### config.mk
export PLATFORM = sky130hd
export DESIGN_NAME = vga_sync_tracker
export DESIGN_NICKNAME = d
export VERILOG_FILES = /design/src/rtl/vga_sync_tracker.sv
export SDC_FILE = /design/constraint.sdc
export NUM_CORES = 1
export LEC_CHECK = 0
export CAP_MARGIN = 40
export CORE_MARGIN = 2
export CORE_UTILIZATION = 50
export CTS_CLUSTER_SIZE = 30
export DETAILED_ROUTE_END_ITERATION = 16
export PLACE_DENSITY = 0.74
export SLEW_MARGIN = 20
export SYNTH_ARGS = -nofsm -noshare
export SYNTH_HDL_FRONTEND = slang
export SYNTH_SLANG_ARGS = --single-unit
export TNS_END_PERCENT = 50
### constraint.sdc
create_clock -name clk -period 4.05 [get_ports clk]
set_input_delay 0.6075 -clock clk [delete_from_list [all_inputs] [get_ports clk]]
set_output_delay 0.6075 -clock clk [all_outputs]
set_load 0.02 [all_outputs]
### src/rtl/vga_sync_tracker.sv
// Recovers raster position from VGA hsync/vsync, measures line and frame length,
// and declares lock once the timing has repeated for LOCK_FRAMES frames.
module vga_sync_tracker #(
    parameter int CNT_WIDTH       = 11,
    parameter int SYNC_ACTIVE_LOW = 1,
    parameter int LOCK_FRAMES     = 2
) (
    input  logic                 clk,
    input  logic                 rst,
    input  logic                 hsync,
    input  logic                 vsync,
    output logic [CNT_WIDTH-1:0] x,
    output logic [CNT_WIDTH-1:0] y,
    output logic [CNT_WIDTH-1:0] h_period,
    output logic [CNT_WIDTH-1:0] v_lines,
    output logic                 line_pulse,
    output logic                 frame_pulse,
    output logic                 locked,
    output logic                 lock_err
);

    localparam logic                 IDLE_LVL    = (SYNC_ACTIVE_LOW != 0) ? 1'b1 : 1'b0;
    localparam logic [CNT_WIDTH-1:0] CNT_MAX     = {CNT_WIDTH{1'b1}};
    localparam int                   MW          = (LOCK_FRAMES < 1) ? 1 : $clog2(LOCK_FRAMES + 1);
    localparam logic [MW-1:0]        LOCK_TARGET = MW'(LOCK_FRAMES);

    typedef enum logic [1:0] {
        ST_SEARCH,
        ST_MEASURE,
        ST_LOCKED
    } state_e;

    // Sync pipeline holds raw pin levels; polarity is applied when decoding.
    logic hs_s_q, hs_d_q, vs_s_q, vs_d_q;

    logic [CNT_WIDTH-1:0] x_q, x_d;
    logic [CNT_WIDTH-1:0] y_q, y_d;
    logic [CNT_WIDTH-1:0] h_period_q, h_period_d;
    logic [CNT_WIDTH-1:0] v_lines_q, v_lines_d;
    logic [CNT_WIDTH-1:0] ref_h_q, ref_h_d;
    logic [MW-1:0]        match_cnt_q, match_cnt_d;
    logic                 line_bad_q, line_bad_d;
    logic                 line_pulse_q, frame_pulse_q, locked_q, lock_err_q;
    logic                 lock_err_d;
    state_e               state_q, state_d;

    logic                 h_edge, v_edge;
    logic [CNT_WIDTH-1:0] line_len, frame_len;
    logic                 h_mis, x_sat, len_mis, line_bad_now;

    function automatic logic is_asserted(input logic lvl);
        return (SYNC_ACTIVE_LOW != 0) ? ~lvl : lvl;
    endfunction

    function automatic logic [CNT_WIDTH-1:0] sat_inc(input logic [CNT_WIDTH-1:0] v);
        return (v == CNT_MAX) ? v : v + 1'b1;
    endfunction

    assign h_edge = is_asserted(hs_s_q) & ~is_asserted(hs_d_q);
    assign v_edge = is_asserted(vs_s_q) & ~is_asserted(vs_d_q);

    assign line_len  = sat_inc(x_q);
    assign frame_len = sat_inc(y_q);

    // A saturated x means hsync has vanished; that counts as a bad line.
    assign h_mis        = h_edge && (line_len != ref_h_q);
    assign x_sat        = (x_q == CNT_MAX);
    assign len_mis      = (frame_len != v_lines_q);
    assign line_bad_now = line_bad_q | h_mis | x_sat;

    always_comb begin
        // NOTE: every comb output gets a default first so no path can infer a latch.
        x_d        = sat_inc(x_q);
        y_d        = y_q;
        h_period_d = h_period_q;
        v_lines_d  = v_lines_q;
        line_bad_d = v_edge ? 1'b0 : line_bad_now;

        if (h_edge) begin
            x_d        = '0;
            h_period_d = line_len;
            y_d        = sat_inc(y_q);
        end
        // Vertical update wins on y when both edges land on the same cycle.
        if (v_edge) begin
            v_lines_d = frame_len;
            y_d       = '0;
        end
    end

    always_comb begin
        state_d     = state_q;
        match_cnt_d = match_cnt_q;
        ref_h_d     = ref_h_q;
        lock_err_d  = 1'b0;

        unique case (state_q)
            ST_SEARCH: begin
                if (v_edge) begin
                    ref_h_d     = h_period_d;
                    match_cnt_d = '0;
                    state_d     = ST_MEASURE;
                end
            end

            ST_MEASURE: begin
                if (v_edge) begin
                    if (!line_bad_now && !len_mis) begin
                        match_cnt_d = match_cnt_q + 1'b1;
                        if (match_cnt_d >= LOCK_TARGET) begin
                            state_d = ST_LOCKED;
                        end
                    end else begin
                        match_cnt_d = '0;
                        ref_h_d     = h_period_d;
                    end
                end
            end

            ST_LOCKED: begin
                // Line faults drop lock immediately rather than at frame end.
                if (h_mis || x_sat || (v_edge && len_mis)) begin
                    state_d     = ST_SEARCH;
                    match_cnt_d = '0;
                    lock_err_d  = 1'b1;
                end
            end

            default: begin
                state_d     = ST_SEARCH;
                match_cnt_d = '0;
            end
        endcase
    end

    always_ff @(posedge clk) begin
        if (rst) begin
            hs_s_q        <= IDLE_LVL;
            hs_d_q        <= IDLE_LVL;
            vs_s_q        <= IDLE_LVL;
            vs_d_q        <= IDLE_LVL;
            x_q           <= '0;
            y_q           <= '0;
            h_period_q    <= '0;
            v_lines_q     <= '0;
            ref_h_q       <= '0;
            match_cnt_q   <= '0;
            line_bad_q    <= 1'b0;
            line_pulse_q  <= 1'b0;
            frame_pulse_q <= 1'b0;
            locked_q      <= 1'b0;
            lock_err_q    <= 1'b0;
            state_q       <= ST_SEARCH;
        end else begin
            // NOTE: non-blocking so every register samples pre-edge values.
            hs_s_q        <= hsync;
            hs_d_q        <= hs_s_q;
            vs_s_q        <= vsync;
            vs_d_q        <= vs_s_q;
            x_q           <= x_d;
            y_q           <= y_d;
            h_period_q    <= h_period_d;
            v_lines_q     <= v_lines_d;
            ref_h_q       <= ref_h_d;
            match_cnt_q   <= match_cnt_d;
            line_bad_q    <= line_bad_d;
            line_pulse_q  <= h_edge;
            frame_pulse_q <= v_edge;
            locked_q      <= (state_d == ST_LOCKED);
            lock_err_q    <= lock_err_d;
            state_q       <= state_d;
        end
    end

    assign x           = x_q;
    assign y           = y_q;
    assign h_period    = h_period_q;
    assign v_lines     = v_lines_q;
    assign line_pulse  = line_pulse_q;
    assign frame_pulse = frame_pulse_q;
    assign locked      = locked_q;
    assign lock_err    = lock_err_q;

endmodule

==> flow_summary_export.csv <==
group,metric,value,unit
outcome,status,"complete, no violations",
timing,finalHoldViolCount,0,
place,gp_congestion,0.930,
timing,period_needed,3.49,ns
final_layout,mostFrequentLayoutCells,"68 x dfxtp_1, 65 x nor2_1, 51 x clkdlybuf4s50_1",
detailed_routing,postRouteAntennaNets,0,
min_path,hold_depth,1,
global_route,grt_use_total,0.241,
floorplanning,fp-row-count,31,
critical_path,rrSetupSlack,0.56,ns
detailed_routing,dr.pass1.iters,6,
floorplanning,die_h,91.6,um
detailed_routing,first_iter_violations,208,
job,maxCapViolCount,0,
critical_path,max_stage_delay,0.59,ns
power,irDropWorstVdd,177,uV
critical_path,crit_path_cell_trace,"nand4_1 > nor3_1 > xor2_1 > a211o_1 > or4_4 > o31ai_4 > a41o_1 > buf_4 > mux2_2",
final_layout,antenna_cells,0,
critical_path,critPathLaunchType,"flop",
yosys,async_flop_share,0,
global_route,grt.overflow.total,0,
timing,setup_viol,0,
global_route,grt_pass1_vias,3323,
min_path,hold_end,"vs_d_q$_SDFF_PP1_",
clocking,cts_max_level,3,
yosys,synth_ff_type,"dfxtp_1",
final_layout,fillCellCount,646,
critical_path,crit_required,4.29,ns
yosys,netlist_area,3830,um2
clocking,clockBufferDepth,2,
floorplanning,start_util,0.523,
detailed_routing,routed_wirelength,9790,um
timing,fin_crit_sh,0.863,
yosys,yosys_warnings,0,
power,p_leak,0.00169,uW
power,power_density,319,nW/um2
floorplanning,core_area,7330,um2
place,io_buffers,51,
yosys,syn_inst,465,
critical_path,worstSetupPathType,"reg -> reg",
clocking,insertion_delay,0.35,ns
floorplanning,io_pins,52,
yosys,synth_top_cell_area_share,0.355,
critical_path,r2r-start,"x[5]$_SDFF_PP0_",
critical_path,arrival,3.74,ns
timing,worst_slew_pin_slew,0.710,ns
detailed_routing,detail_route.wl_per_cell,16.1,um
yosys,synth_edf_count,0,
yosys,ys_types,64,
clocking,clkTransAtPathRegs,0.08,ns
clocking,cts_root_buf,"clkbuf_8",
final_layout,syn_to_final_growth,19.6,%
final_layout,final_common_cell,"dfxtp_1",
detailed_routing,vias,3561,
clocking,cts_made_buffers,9,
timing,maxSlewHeadroom,0.527,
timing,maxSlewViolCount,0,
critical_path,r2r_cells,9,
timing,tns,0,ns
yosys,synth.area.top_cells,"dfxtp_1 35%, nor2_1 6.4%, mux2_4 3.9%",
place,dpl.hpwl,7130,um
min_path,hp-class,"reg -> reg",
min_path,min_from,"vs_s_q$_SDFF_PP1_",
place,placed_cell_area,4360,um2
clocking,cts_hold_buf,0,
timing,timing.fmax,286,MHz
final_layout,drive_gt1_frac,0.104,
clocking,postCtsSetupBuffers,0,
timing,skew,0.00751,ns
detailed_routing,drc,0,
floorplanning,die_x,91.6,um
yosys,syn_avg_cell_area,8.25,um2
detailed_routing,vias_per_cell,5.86,
critical_path,end_kind,"flop",
global_route,antenna_found_initial,0,
floorplanning,die-area,8390,um2
clocking,ctsResizeCount,0,
critical_path,crit_fanout,14,
critical_path,crit_path_top_delay_cell,"dfxtp_1",
global_route,grt_pass1_wl,16100,um
critical_path,reg2reg_to,"ref_h_q[10]$_SDFFE_PP0P_",
yosys,synth_nets,471,
timing,rsz0062_at_grt,"false",
clocking,cts_tree,"built",
yosys,ys_seq_area_frac,0.355,
clocking,clock_sinks,68,
yosys,synth.ff_latch_count,68,
global_route,grt_max_degree,23,
yosys,synth.largest_area_cell,"dfxtp_1",
final_layout,design_area,4590,um2
final_layout,fin_nets,510,
-- Yosys cell counts, types with 12 or more instances --
library cell   n
nor2b_1       17
clkbuf_1      18
and3_1        13
xor2_1        12
nor3_1        13
o21ai_0       19
dfxtp_1       68
nand2_1       32
xnor2_1       15
nand3_1       19
a21oi_1       29
nor2_1        65
-- critical path: cells and delay by family, from the launching register on --
family | cells | cell delay, ns
flops | 1 | 0.59
xor+xnor | 1 | 0.12
buf+inv | 1 | 0.26
mux | 1 | 0.36
simple gates | 3 | 1.17
compound gates | 3 | 0.88
-- registers in the layout, indices dropped and copies added, names as in the netlist --
name / cells
h_period: 11
ref_h_q: 11
v_lines: 11
x: 11
y: 11
match_cnt_q: 2
state_q: 2
frame_pulse: 1
hs_d_q: 1
hs_s_q: 1
line_bad_q: 1
line_pulse: 1
lock_err: 1
locked: 1
vs_d_q: 1
vs_s_q: 1
-- through the flow --
step | std cells | setup slack, ns | hold WS [ns] | utilization | total power (uW)
global placement | 591 | 0.751 | 0.443 | 0.594 | 846
detailed placement | 591 | 0.624 | 0.448 | 0.594 | 850
floorplan | 465 | 0.832 | 0.429 | - | 802
CTS | 607 | 0.565 | 0.464 | 0.625 | 1480
finish | 608 | 0.556 | 0.463 | 0.626 | 1470
global route | 608 | 0.346 | 0.480 | 0.626 | 1520
-- routing by layer --
metal  vias up  routed length, um  global-route usage
li1       1746                  -                   -
met1      1642               4380               0.313
met2       146               4520               0.387
met3        27                658              0.0407
met4         0                230               0.111
met5         -                  0                   0
-- where the power goes --
group	leakage [uW]	internal (uW)	total (uW)	switching, uW
sequential	0.000552	683	698	15.4
clock	0.000111	353	629	276
combinational	0.00103	58.3	138	79.4
-- kinds of logic after synthesis --
family | Yosys count | synth area share
xor gates and xnor gates | 28 | 0.0679
AOI/OAI and AO/OA | 103 | 0.184
muxes | 18 | 0.0610
DFF | 68 | 0.355
adders and majority gates | 2 | 0.00652
buffers and inverters | 42 | 0.0535
and+or+nand+nor | 204 | 0.272
-- worst max path at each step --
stage,to,slack [ns],start
finish,ref_h_q[10]$_SDFFE_PP0P_,0.56,x[5]$_SDFF_PP0_
global route,ref_h_q[10]$_SDFFE_PP0P_,0.35,x[0]$_SDFF_PP0_
CTS,ref_h_q[10]$_SDFFE_PP0P_,0.57,x[5]$_SDFF_PP0_
detailed placement,ref_h_q[10]$_SDFFE_PP0P_,0.62,x[0]$_SDFF_PP0_
global placement,ref_h_q[10]$_SDFFE_PP0P_,0.75,x[5]$_SDFF_PP0_
floorplan,ref_h_q[0]$_SDFFE_PP0P_,0.83,x[0]$_SDFF_PP0_
-- area by class of cell --
cell class | count | area (um2) | share of cell area
Tap cell | 99 | 124 | 0.0270
Inverter | 11 | 41.3 | 0.00900
Multi-Input combinational cell | 355 | 2270 | 0.494
Clock buffer | 10 | 128 | 0.0278
Clock inverter | 6 | 95.1 | 0.0207
Sequential cell | 68 | 1360 | 0.297
Timing Repair Buffer | 59 | 571 | 0.124
Power figures use the tool's default switching activity.
